<file path="src/rtl/tri_fetch_pkg.sv">
// Shared constants, fill-state encoding and triangle record for the tri_fetch block.
package tri_fetch_pkg;

  localparam int unsigned VERT_WORDS  = 15;
  localparam int unsigned COLOR_WORDS = 3;

  typedef enum logic [1:0] {
    S_IDLE,
    S_FILL,
    S_FULL
  } fill_state_e;

  typedef struct packed {
    logic [VERT_WORDS-1:0][31:0] vert;
    logic [23:0]                 color1;
    logic [23:0]                 color2;
    logic [23:0]                 color3;
  } tri_rec_t;

endpackage

</file>
<file path="src/rtl/tri_fetch_buf.sv">
// tri_buf: one triangle slot, written word-by-index, with a full flag.
module tri_buf #(
  parameter int unsigned VERT_WORDS = tri_fetch_pkg::VERT_WORDS,
  parameter int unsigned IDX_W      = 5
) (
  input  logic                    clk,
  input  logic                    rst_n,
  input  logic                    wr_en,
  input  logic [IDX_W-1:0]        wr_idx,
  input  logic [31:0]             wr_data,
  input  logic                    set_full,
  input  logic                    clr_full,
  output logic                    full,
  output tri_fetch_pkg::tri_rec_t rec
);
  import tri_fetch_pkg::*;

  logic     full_q;
  tri_rec_t rec_q;

  always_ff @(posedge clk or negedge rst_n) begin
    if (!rst_n) begin
      full_q <= 1'b0;
    end else if (set_full) begin
      full_q <= 1'b1;
    end else if (clr_full) begin
      full_q <= 1'b0;
    end
  end

  // Payload needs no reset: it is only observed while the slot is full.
  always_ff @(posedge clk) begin
    if (wr_en) begin
      for (int i = 0; i < VERT_WORDS; i++) begin
        if (wr_idx == IDX_W'(i)) rec_q.vert[i] <= wr_data;
      end
      if (wr_idx == IDX_W'(VERT_WORDS))     rec_q.color1 <= wr_data[23:0];
      if (wr_idx == IDX_W'(VERT_WORDS + 1)) rec_q.color2 <= wr_data[23:0];
      if (wr_idx == IDX_W'(VERT_WORDS + 2)) rec_q.color3 <= wr_data[23:0];
    end
  end

  assign full = full_q;
  assign rec  = rec_q;

endmodule

</file>
<file path="src/rtl/tri_fetch.sv">
// Triangle fetch: packs a word stream into triangle records for the vertex stage.
// Define TRI_FETCH_DBLBUF_EN for ping-pong buffering (fill next while presenting current).
module tri_fetch #(
  parameter int unsigned VERT_WORDS  = tri_fetch_pkg::VERT_WORDS,
  parameter int unsigned COLOR_WORDS = tri_fetch_pkg::COLOR_WORDS,
  parameter int unsigned CNT_W       = 16
) (
  input  logic                        clk,
  input  logic                        rst_n,
  input  logic                        start,
  input  logic [CNT_W-1:0]            tri_count,
  input  logic [31:0]                 in_word,
  input  logic                        in_word_valid,
  output logic                        in_word_ready,
  output logic [VERT_WORDS-1:0][31:0] vertex_out,
  output logic [23:0]                 color_out1,
  output logic [23:0]                 color_out2,
  output logic [23:0]                 color_out3,
  output logic                        out_data_valid,
  output logic                        done_out,
  input  logic                        stall_in,
  output logic                        busy,
  output logic                        frame_done
);
  import tri_fetch_pkg::*;

`ifdef TRI_FETCH_DBLBUF_EN
  localparam int unsigned NBUF = 2;
`else
  localparam int unsigned NBUF = 1;
`endif
  localparam int unsigned     TOT_WORDS = VERT_WORDS + COLOR_WORDS;
  localparam int unsigned     IDX_W     = $clog2(TOT_WORDS);
  localparam logic [IDX_W-1:0] LAST_IDX = IDX_W'(TOT_WORDS - 1);

  fill_state_e      state_q, state_d;
  logic [IDX_W-1:0] word_idx_q, word_idx_d;
  logic [CNT_W-1:0] remaining_q, remaining_d;
  logic [CNT_W-1:0] to_recv_q, to_recv_d;
  logic [1:0]       occ_q, occ_d;
  logic             wr_sel_q, wr_sel_d, rd_sel_q, rd_sel_d;
  logic             frame_done_q, frame_done_d;

  logic            in_fire, out_fire, tri_in, frame_start, last_out;
  logic [NBUF-1:0] full_vec;
  tri_rec_t        rec [NBUF];
  tri_rec_t        rd_rec;
  logic            rd_full;

  assign in_fire     = in_word_valid && in_word_ready;
  assign out_fire    = out_data_valid && !stall_in;
  assign tri_in      = in_fire && (word_idx_q == LAST_IDX);
  assign frame_start = (state_q == S_IDLE) && start;
  assign last_out    = out_fire && (remaining_q == CNT_W'(1));

  for (genvar i = 0; i < NBUF; i++) begin : g_buf
    tri_buf #(
      .VERT_WORDS (VERT_WORDS),
      .IDX_W      (IDX_W)
    ) u_tri_buf (
      .clk      (clk),
      .rst_n    (rst_n),
      .wr_en    (in_fire && (wr_sel_q == 1'(i))),
      .wr_idx   (word_idx_q),
      .wr_data  (in_word),
      .set_full (tri_in && (wr_sel_q == 1'(i))),
      .clr_full (out_fire && (rd_sel_q == 1'(i))),
      .full     (full_vec[i]),
      .rec      (rec[i])
    );
  end

  assign rd_full = (rd_sel_q && NBUF > 1) ? full_vec[NBUF-1] : full_vec[0];
  assign rd_rec  = (rd_sel_q && NBUF > 1) ? rec[NBUF-1] : rec[0];

  // State register
  always_ff @(posedge clk or negedge rst_n) begin
    if (!rst_n) state_q <= S_IDLE;
    else        state_q <= state_d;
  end

  always_ff @(posedge clk or negedge rst_n) begin
    if (!rst_n) begin
      word_idx_q   <= '0;
      remaining_q  <= '0;
      to_recv_q    <= '0;
      occ_q        <= '0;
      wr_sel_q     <= 1'b0;
      rd_sel_q     <= 1'b0;
      frame_done_q <= 1'b0;
    end else begin
      word_idx_q   <= word_idx_d;
      remaining_q  <= remaining_d;
      to_recv_q    <= to_recv_d;
      occ_q        <= occ_d;
      wr_sel_q     <= wr_sel_d;
      rd_sel_q     <= rd_sel_d;
      frame_done_q <= frame_done_d;
    end
  end

  always_comb begin
    word_idx_d  = word_idx_q;
    remaining_d = remaining_q;
    to_recv_d   = to_recv_q;
    wr_sel_d    = wr_sel_q;
    rd_sel_d    = rd_sel_q;
    if (frame_start) begin
      word_idx_d  = '0;
      remaining_d = tri_count;
      to_recv_d   = tri_count;
      wr_sel_d    = 1'b0;
      rd_sel_d    = 1'b0;
    end
    if (in_fire) word_idx_d = tri_in ? '0 : word_idx_q + 1'b1;
    if (tri_in) begin
      to_recv_d = to_recv_q - 1'b1;
      wr_sel_d  = (NBUF > 1) ? ~wr_sel_q : wr_sel_q;
    end
    if (out_fire) begin
      remaining_d = remaining_q - 1'b1;
      rd_sel_d    = (NBUF > 1) ? ~rd_sel_q : rd_sel_q;
    end
    occ_d        = occ_q + 2'(tri_in) - 2'(out_fire);
    frame_done_d = (frame_start && tri_count == '0) || last_out;
  end

  // Next state: park in S_FULL once nothing is left to receive or no slot is free.
  always_comb begin
    state_d = state_q;
    unique case (state_q)
      S_IDLE: if (start && tri_count != '0) state_d = S_FILL;
      S_FILL, S_FULL: begin
        if (last_out)                                      state_d = S_IDLE;
        else if (to_recv_d == '0 || occ_d == 2'(NBUF))     state_d = S_FULL;
        else                                               state_d = S_FILL;
      end
      default: state_d = S_IDLE;
    endcase
  end

  always_comb begin
    in_word_ready  = (state_q == S_FILL);
    busy           = (state_q != S_IDLE);
    out_data_valid = rd_full;
    done_out       = rd_full && (remaining_q == CNT_W'(1));
    vertex_out     = rd_full ? rd_rec.vert   : '0;
    color_out1     = rd_full ? rd_rec.color1 : '0;
    color_out2     = rd_full ? rd_rec.color2 : '0;
    color_out3     = rd_full ? rd_rec.color3 : '0;
    frame_done     = frame_done_q;
  end

endmodule

</file>
<file path="config.mk">
export PLATFORM = sky130hd
export DESIGN_NAME = tri_fetch
export DESIGN_NICKNAME = d
export VERILOG_FILES = /design/src/rtl/tri_fetch_pkg.sv /design/src/rtl/tri_fetch_buf.sv /design/src/rtl/tri_fetch.sv
export SDC_FILE = /design/constraint.sdc
export NUM_CORES = 1
export LEC_CHECK = 0
export CORE_UTILIZATION = 25
export DETAILED_ROUTE_END_ITERATION = 10
export DONT_BUFFER_PORTS = 1
export MAX_ROUTING_LAYER = met4
export PLACE_DENSITY = 0.37
export RECOVER_POWER = 50
export SLEW_MARGIN = 20
export SYNTH_ARGS = -nofsm -noshare
export SYNTH_HDL_FRONTEND = slang
export SYNTH_SLANG_ARGS = --single-unit
export TNS_END_PERCENT = 30
</file>
<file path="constraint.sdc">
create_clock -name clk -period 3.6 [get_ports clk]
set_input_delay 0.36 -clock clk [delete_from_list [all_inputs] [get_ports clk]]
set_output_delay 0.36 -clock clk [all_outputs]
set_load 0.005 [all_outputs]
</file>
==> metrics.md, run 1 <==
| Metric | Value |
|---|---|
| Status | `finished, violations left` |
| Failing checks | `capacitance limit, slew limit` |
| Critical Path Fanout Max | `7` |
| Initial antenna violation count | `10` |
| Max cap viols | `11` |
| Root Driver | `clkbuf_16` |
| Worst path arrival time | `roughly 3.6 ns` |
| Clock H-tree levels | `3` |
| Port Buf Inserts | `0` |
| Kind of critical path | `reg -> reg` |
| Hold path cells | `2` |
| Fin. Hold Viols | `0` |
| Crit-path slowest cell | `or4_4` |
| Number of flops mapped to enable cells by yosys | `552` |
| Vias | `12.9k` |
| Drt pass-1 iters | `6` |
| Uppermost layer routed | `met4` |
| VDD IR-drop max | `around 0.33 mV` |
| Avg WL per Cell | `27.7 µm` |
| Type of origin of the critical path | `register` |
| Reg2reg setup slack | `~0.49 ns` |
| Crit-path max cell delay | `between 0.5 and 0.6 ns` |
| Clk sink count | `just under 600` |
| Fillers | `approximately 9k` |
| Met3 wire len | `slightly above 6000 µm` |
| Final critical-path required period | `between 3 and 4 ns` |
| ANT nets after route | `0` |
| Synth Cell Area | `around 23,000 µm²` |
| Final WS setup | `~0.49 ns` |
| Syn_nets | `around 1.6k` |
| Relative slew slack | `-35.7%` |
| Core Region | `just over 90,000 µm²` |
| Chip height | `slightly above 300 µm` |
| Total die area | `between 90,000 and 100,000 µm²` |
| HP Start | `tri_count[14]` |
| Power Total | `around 0.017 W` |
| Sequential area share after synthesis | `about three quarters` |
| Synth warnings | `0` |
| Layout cells sized above 1 | `under 10%` |
| Post-synthesis average cell area | `roughly 15 µm²` |
| Setup TNS | `0 ns` |
| Number of I/O pins | `slightly above 600` |
| Reg2reg path depth | `10` |
| CTS clk-pin slew, worst paths | `0.06 ns` |
| P_leak | `9.16 nW` |
| Crit path cell chain | `inv_1 -> ha_1 -> and2_0 -> clkbuf_1 -> a21oi_4 -> a311oi_1 -> nor3_1 -> or4_4 -> nor4_1 -> a21oi_1` |
| RSZ-0062 raised after global routing | `false` |
| Clock Tree Buf Depth | `3` |
| Average via count per standard cell | `between 4 and 5` |
| Mapped Cells | `1,520` |
| TritonCTS clock tree | `built` |
| Critical path required time | `4.09 ns` |
| Largest net degree at the start of global routing | `roughly 250` |
| Yosys cell types | `~70` |
| Routed wl met2 | `39,900 µm` |
| First DRT Iteration DRCs | `approximately 1.0k` |
| DP HPWL | `52,500 µm` |
| Layout area overhead | `19.4%` |
| Synthesis-stage register bit count | `roughly 600` |
| Hold EP | `to_recv_q[14]$_DFF_PN0_` |
| Clock Skew | `~0.029 ns` |
| Fin crit share | `a little under nine tenths` |
| Clk_lat worst skew | `approximately 0.62 ns` |
| Met1 wire length | `roughly 33,000 µm` |
| Nets | `~1.7k` |
| Gr usage total | `17.1%` |
| Pins Over Slew Limit | `between 150 and 200` |
| Worst setup EP type | `register` |
| Power Density | `629 nW/µm²` |
| Initial Util | `between 20% and 30%` |
| Reg2reg start | `state_q[1]$_DFFE_PN0P_` |
| Worst slew pin tran | `around 2 ns` |
| Max Fclk | `approximately 320 MHz` |
| Setup violations, final | `0` |
| First-pass GRT wire length | `approximately 110,000 µm` |
| Placer Congestion | `roughly 0.8` |
| Worst r2r dst | `state_q[0]$_DFFE_PN0P_` |
| Total CTS buffers | `73` |
| Vias in the first global route | `12.9k` |
| Pre-CTS setup slack | `roughly 0.60 ns` |
| Setup repair bufs after CTS | `0` |
| Site Rows | `between 100 and 150` |
| Die width | `approximately 310 µm` |
| Hold Crit Class | `in -> reg` |
| DRC | `0` |
| Ys async rst share | `7.23%` |
| Remaining Overflow, GRT | `0` |
| Top FF cell, synth | `edfxtp_1` |
| Final WL | `~81,000 µm` |
## cell type report
type / instances / area [µm²] / area share, %
multi-input cells: 828 / 5290 / 19.1
inverters: 22 / 87.6 / 0.315
flip-flops and latches: 595 / 17700 / 63.6
clock buffers: 93 / 1940 / 7.00
well taps: 1243 / 1560 / 5.60
clock inverters: 38 / 407 / 1.46
repair buffers: 91 / 808 / 2.91
diodes: 4 / 10.0 / 0.0361
## state kept, by name, indices dropped and copies added, names as in the netlist
| name | flops |
|---|---|
| frame_done | 1 |
| g_buf.u_tri_buf.full | 1 |
| g_buf.u_tri_buf.rec | 552 |
| occ_q | 2 |
| remaining_q | 16 |
| state_q | 2 |
| to_recv_q | 16 |
| word_idx_q | 5 |
## worst max-delay path: cells and delay by family (launching register included)
kind	cells	cell delay, ns
buffers and inverters	2	0.43
AOI/OAI and AO/OA	3	0.54
adders and majority gates	1	0.37
DFF	1	0.40
and+or+nand+nor	4	1.22
## worst max-delay path by stage
| stage | start | endpoint | slack (ns) |
|---|---|---|---|
| after floorplan | state_q[1]$_DFFE_PN0P_ | g_buf[0].u_tri_buf.rec[24]$_DFFE_PP_ | 0.60 |
| after global placement | state_q[1]$_DFFE_PN0P_ | state_q[0]$_DFFE_PN0P_ | 0.60 |
| after detailed placement | state_q[1]$_DFFE_PN0P_ | state_q[0]$_DFFE_PN0P_ | 0.60 |
| after CTS | g_buf[0].u_tri_buf.full$_DFFE_PN0P_ | color_out3[2] | 0.48 |
| after global routing | state_q[1]$_DFFE_PN0P_ | state_q[0]$_DFFE_PN0P_ | 0.27 |
| final | state_q[1]$_DFFE_PN0P_ | state_q[0]$_DFFE_PN0P_ | 0.49 |
## what timing repair did
action | 4_1_cts | 5_1_grt
hold endpoints to repair | 622 | 0
hold buffers | 59 | 0
resized for setup | 0 | 0
## per-stage QoR
stage               utilization, %  area (µm²)  hold WS (ns)  std cells
floorplan                        -       23300        0.0644       1520
global placement              27.2       25000        0.0659       2720
detailed placement            27.2       25000        0.0659       2720
finish                        30.2       27800        0.0616       2914
global route                  30.2       27800        0.0320       2913
CTS                           30.6       28100      0.000611       2910
## cell families after synthesis
group,count (synthesis),synth area share (%)
compound gates,95,2.72
xor+xnor,5,0.188
fa+ha+maj,14,0.753
buf+inv,97,1.81
flops,595,75.9
mux,1,0.0430
simple gates,713,18.6
## Yosys cell counts, drive strengths merged, types with 13 or more instances
library cell  number  share of area (%)
inv               22               0.38
clkbuf            65                1.0
edfxtp           552                 71
ha                14               0.75
o21ai             30               0.66
nor2              42               0.68
and2             556                 15
a21oi             24               0.58
nor3              16               0.37
nand2             35               0.61
nand3             13               0.28
nor4              13               0.44
dfrtp             43                4.6
## cell usage in the layout, fill, tap and decap left out, types with 3 or more instances in the layout
master / n
a22oi_1: 6
o21ai_0: 29
xnor2_1: 4
nand2_1: 33
clkinvlp_4: 3
nor4_1: 11
nand2b_1: 5
a31oi_1: 4
o211ai_1: 4
buf_4: 17
dlygate4sd3_1: 36
clkinv_1: 10
inv_1: 21
clkinv_2: 7
bufinv_16: 6
nor3_1: 15
dfrtp_1: 42
a21oi_1: 22
a211oi_1: 6
ha_1: 14
a221o_1: 3
edfxtp_1: 552
or3_1: 5
inv_6: 7
o31ai_1: 3
and2_0: 166
nand3_1: 13
and2_1: 390
clkinv_4: 3
nand4_1: 5
buf_12: 9
and3_1: 4
nor2_1: 27
clkbuf_16: 75
diode_2: 4
nor2_4: 15
clkbuf_1: 45
## power by group
part	switching, W	total (W)	internal (W)	leakage, nW
clock network	0.00296	0.00725	0.00429	1.14
registers	0.000357	0.00854	0.00819	5.50
logic	0.00116	0.00166	0.000492	2.53
## metal layers
| layer | global-route usage, % | vias to the layer above |
|---|---|---|
| li1 | - | 5566 |
| met1 | 20.3 | 6663 |
| met2 | 28.1 | 529 |
| met3 | 4.69 | 94 |
| met4 | 5.21 | 0 |
| met5 | - | - |
No activity file was read; power rests on OpenSTA's default activity.
==> run 2: changes to the inputs <==
--- a/config.mk
+++ b/config.mk
@@ -5,7 +5,9 @@
 export SDC_FILE = /design/constraint.sdc
 export NUM_CORES = 1
 export LEC_CHECK = 0
+export CORE_ASPECT_RATIO = 1.2
 export CORE_UTILIZATION = 25
+export CTS_CLUSTER_SIZE = 25
 export DETAILED_ROUTE_END_ITERATION = 10
 export DONT_BUFFER_PORTS = 1
 export MAX_ROUTING_LAYER = met4
==> metrics.md, run 2 (synthesized netlist as in run 1, its figures left out) <==
| Metric | Value |
|---|---|
| Initial antenna violation count | `21 (was 10)` |
| Clock Skew | `0.0303 ns (was 0.0286 ns)` |
| Reg2reg setup slack | `0.46 ns (was 0.49 ns)` |
| Kind of critical path | `reg -> reg (unchanged)` |
| Average via count per standard cell | `4.48 (was 4.41)` |
| Reg2reg start | `word_idx_q[1]$_DFFE_PN0P_ (was state_q[1]$_DFFE_PN0P_)` |
| DP Cell Count | `2,715 (was 2,720)` |
| P_sw | `0.00445 W (was 0.00448 W)` |
| First DRT Iteration DRCs | `990 (was 1,030)` |
| Clock Tree Buf Depth | `3 (unchanged)` |
| Port Buf Inserts | `0 (unchanged)` |
| Crit. Startpoint | `word_idx_q[1]$_DFFE_PN0P_ (was state_q[1]$_DFFE_PN0P_)` |
| TritonCTS clock tree | `built (unchanged)` |
| Total die area | `94,200 µm² (about the same)` |
| Fin. Hold Viols | `0 (unchanged)` |
| DRC | `0 (unchanged)` |
| Avg WL per Cell | `29.4 µm (was 27.7 µm)` |
| RSZ-0062 raised after global routing | `false (unchanged)` |
| Gr usage total | `18.0% (was 17.1%)` |
| First-pass GRT wire length | `114,000 µm (was 108,000 µm)` |
| VDD IR-drop max | `0.283 mV (was 0.333 mV)` |
| Placer Congestion | `0.833 (was 0.793)` |
| Hold Crit Class | `in -> reg (unchanged)` |
| Fillers | `9,265 (was 9,258)` |
| Clk_lat worst skew | `0.62 ns (about the same)` |
| Vias | `13.0k (was 12.9k)` |
| Root Driver | `clkbuf_16 (unchanged)` |
| Worst slew pin tran | `2.08 ns (was 2.04 ns)` |
| Nets | `1,666 (was 1,678)` |
| Seq pwr share | `49.9% (was 49.0%)` |
| Largest net degree at the start of global routing | `331 (was 245)` |
| P_leak | `9.07 nW (was 9.16 nW)` |
| Gate power share | `9.8% (was 9.5%)` |
| Setup TNS | `0 ns (unchanged)` |
| Setup repair bufs after CTS | `0 (unchanged)` |
| Type of origin of the critical path | `register (unchanged)` |
| Commonest non-fill, non-tap cell in the layout | `edfxtp_1 (unchanged)` |
| Critical path required time | `4.09 ns (about the same)` |
| Status | `finished, violations left (unchanged)` |
| Layout cells sized above 1 | `9.15% (was 9.78%)` |
| Most frequent cells in the layout | `edfxtp_1 (552), and2_1 (399), and2_0 (157) (was edfxtp_1 (552), and2_1 (390), and2_0 (166))` |
| Vias in the first global route | `12.9k (about the same)` |
| Clk sink count | `595 (unchanged)` |
| Final WL | `85,200 µm (was 80,800 µm)` |
| Drt pass-1 iters | `7 (was 6)` |
| Site Rows | `122 (was 111)` |
| ANT nets after route | `0 (unchanged)` |
| Chip height | `336 µm (was 307 µm)` |
| CTS clk-pin slew, worst paths | `0.06 ns (about the same)` |
| CTS resizes | `0 (unchanged)` |
| Relative slew slack | `-38.5% (was -35.7%)` |
| Max FFs per register | `552 (unchanged)` |
| Max cap viols | `14 (was 11)` |
| Max Fclk | `318 MHz (was 322 MHz)` |
| Final critical-path required period | `3.14 ns (was 3.11 ns)` |
| Clock H-tree levels | `3 (unchanged)` |
| Hold_buf cts | `52 (was 59)` |
| DP HPWL | `54,800 µm (was 52,500 µm)` |
| Setup violations, final | `0 (unchanged)` |
| Initial Util | `25.2% (was 25.3%)` |
| Total CTS buffers | `69 (was 73)` |
| Filler-free cell count of the finished design | `2,899 (was 2,914)` |
| Critical Path Fanout Max | `11 (was 7)` |
| Worst path arrival time | `3.63 ns (was 3.60 ns)` |
| Worst setup EP type | `register (unchanged)` |
| Clk network pwr share | `40.4% (was 41.5%)` |
| Die width | `280 µm (was 307 µm)` |
| Core Region | `92,200 µm² (was 91,900 µm²)` |
| Remaining Overflow, GRT | `0 (unchanged)` |
| HP Start | `tri_count[14] (unchanged)` |
| Fin crit share | `87.4% (was 86.3%)` |
| Internal power | `0.0127 W (was 0.0130 W)` |
| Pins Over Slew Limit | `272 (was 190)` |
| Sw Share | `26.0% (was 25.7%)` |
| Layout area overhead | `18.6% (was 19.4%)` |
| Power Density | `621 nW/µm² (was 629 nW/µm²)` |
| Number of I/O pins | `610 (unchanged)` |
| Failing checks | `capacitance limit, slew limit (unchanged)` |
-- run 2: cell count changes in the layout (fill, tap and decap cells not counted), moves of 2 or more --
cell	previous run	this run
buf_4	17	13
and2_1	390	399
clkbuf_1	45	40
and2_0	166	157
dlygate4sd3_1	36	33
clkbuf_16	75	69
clkinv_4	3	0
clkinv_2	7	9
nand2_1	33	35
diode_2	4	8
-- run 2: through the flow --
| stage | power [W] | setup WS, ns | utilization (%) | hold WS [ns] | instance area (µm²) |
|---|---|---|---|---|---|
| 2_1_floorplan | 0.00950 | 0.604 | - | 0.0644 | 23300 |
| 3_3_place_gp | 0.0101 | 0.535 | 27.1 | 0.0679 | 25000 |
| 3_5_place_dp | 0.0102 | 0.562 | 27.1 | 0.0686 | 25000 |
| 4_1_cts | 0.0174 | 0.500 | 30.2 | 0.00453 | 27900 |
| 5_1_grt | 0.0178 | 0.179 | 29.9 | 0.0450 | 27600 |
| 6_report | 0.0171 | 0.455 | 29.9 | 0.0572 | 27600 |
-- run 2: path summary, 6_finish.rpt --
kind | endpoint | cells past startpoint
max reg2reg | state_q[1]$_DFFE_PN0P_ | 12
min in group asynchronous | remaining_q[0]$_DFFE_PN0P_ | 2
min | to_recv_q[14]$_DFF_PN0_ | 2
min reg2reg | remaining_q[6]$_DFFE_PN0P_ | 2
max in group asynchronous | to_recv_q[12]$_DFF_PN0_ | 2
max | state_q[1]$_DFFE_PN0P_ | 12
-- run 2: power groups by stage --
stage	combinational (W)	clock, W	sequential (W)
global route	0.00184	0.00736	0.00861
floorplan	0.000935	0	0.00856
global placement	0.00148	0	0.00866
CTS	0.00178	0.00712	0.00853
finish	0.00168	0.00691	0.00854
detailed placement	0.00148	0	0.00867
-- run 2: area by class of cell --
type | count | area [µm²] | area share, %
Timing Repair Buffer | 83 | 786 | 2.85
Clock inverter | 37 | 400 | 1.45
Antenna cell | 8 | 20.0 | 0.0726
Tap cell | 1240 | 1550 | 5.63
Inverter | 22 | 87.6 | 0.318
Clock buffer | 86 | 1790 | 6.49
Sequential cell | 595 | 17700 | 64.0
Multi-Input combinational cell | 828 | 5280 | 19.1
-- run 2: per-layer routing --
| metal | part of all wire [%] | GRT usage, % |
|---|---|---|
| met1 | 39 | 20.6 |
| met2 | 51 | 30.8 |
| met3 | 8.1 | 5.22 |
| met4 | 1.6 | 4.12 |
| met5 | 0 | - |
-- run 2: critical path, stage by stage, from the launching register on --
cell and delay, ns:
dfrtp_1 0.42, inv_1 0.10, ha_1 0.19, and4bb_1 0.47, nand2_1 0.21, buf_4 0.26, ha_1 0.30, ha_1 0.20
xnor2_1 0.18, xnor2_1 0.17, o21a_1 0.25, o41ai_2 0.10, and2_1 0.16
==> run 3: changes to the inputs <==
==> constraint.sdc (replaced) <==
create_clock -name clk -period 3.3 [get_ports clk]
set_input_delay 0.33 -clock clk [delete_from_list [all_inputs] [get_ports clk]]
set_output_delay 0.33 -clock clk [all_outputs]
set_load 0.005 [all_outputs]
==> metrics.md, run 3 (synthesized netlist as in run 1, its figures left out) <==
| Metric | Value |
|---|---|
| Site Rows | `122 (unchanged)` |
| Max FFs per register | `552 (unchanged)` |
| Critical path required time | `2.97 ns (was 4.09 ns)` |
| P_leak | `9.21 nW (was 9.07 nW)` |
| Worst slew pin tran | `1.97 ns (was 2.08 ns)` |
| Port Buf Inserts | `0 (unchanged)` |
| Chip height | `336 µm (unchanged)` |
| Max cap viols | `12 (was 14)` |
| Initial Util | `25.2% (unchanged)` |
| First DRT Iteration DRCs | `928 (was 990)` |
| CTS resizes | `0 (unchanged)` |
| Placer Congestion | `0.797 (was 0.833)` |
| Final WL | `83,800 µm (was 85,200 µm)` |
| Fin crit share | `94.7%` |
| Commonest non-fill, non-tap cell in the layout | `edfxtp_1 (unchanged)` |
| Clk_lat worst skew | `0.63 ns (was 0.62 ns)` |
| Number of I/O pins | `610 (unchanged)` |
| CTS clk-pin slew, worst paths | `0.06 ns (about the same)` |
| Core Region | `92,200 µm² (unchanged)` |
| Final critical-path required period | `between 3 and 4 ns` |
| Vias in the first global route | `12.9k (about the same)` |
| Clock Skew | `0.0302 ns (was 0.0303 ns)` |
| Hold path cells | `3 (was 2)` |
| Avg WL per Cell | `28.7 µm (was 29.4 µm)` |
| Layout area overhead | `19.5% (was 18.6%)` |
| Status | `finished, violations left (unchanged)` |
| Relative slew slack | `-31.0% (was -38.5%)` |
| Vias | `13.0k (about the same)` |
| Layout cells sized above 1 | `10.0% (was 9.15%)` |
| Setup violations, final | `0 (unchanged)` |
| Hold Crit Class | `in -> reg (unchanged)` |
| Gr usage total | `17.7% (was 18.0%)` |
| Reg2reg setup slack | `0.26 ns (was 0.46 ns)` |
| VDD IR-drop max | `0.279 mV (was 0.283 mV)` |
| HP Start | `in_word_valid (was tri_count[14])` |
| Worst r2r dst | `state_q[0]$_DFFE_PN0P_ (was state_q[1]$_DFFE_PN0P_)` |
| Final WS setup | `0.175 ns (was 0.455 ns)` |
| Final core occ | `30.1% (was 29.9%)` |
| Reg2reg path depth | `10 (was 12)` |
| DRC | `0 (unchanged)` |
| Hold EP | `to_recv_q[3]$_DFF_PN0_ (was to_recv_q[14]$_DFF_PN0_)` |
| Drt pass-1 iters | `4 (was 7)` |
| Total CTS buffers | `69 (unchanged)` |
| Kind of critical path | `reg -> out (was reg -> reg)` |
| Most frequent cells in the layout | `edfxtp_1 (552), and2_1 (398), and2_0 (158) (was edfxtp_1 (552), and2_1 (399), and2_0 (157))` |
| Die width | `280 µm (unchanged)` |
| Failing checks | `capacitance limit, slew limit (unchanged)` |
| First-pass GRT wire length | `111,000 µm (was 114,000 µm)` |
| ANT nets after route | `0 (unchanged)` |
| Clock H-tree levels | `3 (unchanged)` |
| Final instance area | `27,800 µm² (was 27,600 µm²)` |
| Largest net degree at the start of global routing | `173 (was 331)` |
| Placed instance area | `25,000 µm² (about the same)` |
| Max Fclk | `about 320 MHz` |
| Fin. Hold Viols | `0 (unchanged)` |
| DP HPWL | `55,000 µm (was 54,800 µm)` |
| RSZ-0062 raised after global routing | `false (unchanged)` |
| Nets | `1,691 (was 1,666)` |
| TritonCTS clock tree | `built (unchanged)` |
| Average via count per standard cell | `4.45 (was 4.48)` |
| Remaining Overflow, GRT | `0 (unchanged)` |
| Worst path arrival time | `2.80 ns (was 3.63 ns)` |
| Total die area | `94,200 µm² (unchanged)` |
| Worst setup EP type | `primary output (was register)` |
| Initial antenna violation count | `15 (was 21)` |
| Root Driver | `clkbuf_16 (unchanged)` |
| Reg2reg start | `word_idx_q[1]$_DFFE_PN0P_ (unchanged)` |
| Critical Path Fanout Max | `8 (was 11)` |
| Setup repair bufs after CTS | `0 (unchanged)` |
| Clk sink count | `595 (unchanged)` |
| Clock Tree Buf Depth | `3 (unchanged)` |
| Type of origin of the critical path | `register (unchanged)` |
| Pre-CTS setup slack | `0.296 ns (was 0.562 ns)` |
| Hold_buf cts | `64 (was 52)` |
| Power Density | `682 nW/µm² (was 621 nW/µm²)` |
| Pins Over Slew Limit | `233 (was 272)` |
| Setup TNS | `0 ns (unchanged)` |
==> run 3: changes by cell type in the layout (fill, tap and decap cells not counted), moves of 2 or more <==
cell and change:
clkinv_1 +4, buf_4 +17, clkbuf_1 -3, clkbuf_8 +2, buf_12 -5, nand2_1 -2
dlygate4sd3_1 +10, inv_6 -3, bufinv_16 +2
==> run 3: metal layers <==
| metal | wire length, µm | track usage (%) | vias up |
|---|---|---|---|
| li1 | - | - | 5593 |
| met1 | 33700 | 20.5 | 6767 |
| met2 | 41600 | 29.3 | 537 |
| met3 | 6520 | 5.15 | 101 |
| met4 | 2020 | 5.70 | 0 |
| met5 | 0 | - | - |
==> run 3: layout make-up <==
class                      instances  area, µm²
fill                            9271      64400
sequential                       595      17700
multi-input combinational        828       5290
clock buffer                      82       1820
tap                             1240       1550
timing repair buffer             108        895
clock inverter                    42        479
inverter                          22       87.6
antenna                            7       17.5
==> run 3: how the worst max path moves through the flow <==
stage                                           from                              endpoint  slack (ns)  cells past startpoint
after floorplan               state_q[1]$_DFFE_PN0P_  g_buf[0].u_tri_buf.rec[24]$_DFFE_PP_        0.30                      4
after global placement     word_idx_q[1]$_DFFE_PN0P_                state_q[0]$_DFFE_PN0P_        0.28                     10
after detailed placement   word_idx_q[1]$_DFFE_PN0P_                state_q[0]$_DFFE_PN0P_        0.30                     10
after CTS                 remaining_q[4]$_DFFE_PN0P_                              done_out        0.22                      4
after global routing       word_idx_q[1]$_DFFE_PN0P_                state_q[0]$_DFFE_PN0P_        0.05                     11
final                     remaining_q[4]$_DFFE_PN0P_                              done_out        0.17                      4
==> run 3: power by group <==
| group | internal, W | switching (W) |
|---|---|---|
| combinational | 0.000534 | 0.00126 |
| clock | 0.00460 | 0.00323 |
| sequential | 0.00893 | 0.000391 |
| total | 0.0141 | 0.00488 |
==> run 3: through the flow <==
stage	cells	total power, W	hold slack (ns)
global placement	2729	0.0110	0.0377
CTS	2917	0.0193	0.00138
detailed placement	2729	0.0110	0.0377
global route	2923	0.0197	0.0783
finish	2924	0.0189	0.0598
floorplan	1520	0.0104	0.0344
==> run 3: critical path: stages (launching register included) <==
cell and delay, ns:
dfrtp_1 0.45, nor4_1 0.58, nand4b_1 0.25, nor3_1 0.61, and2_1 0.27
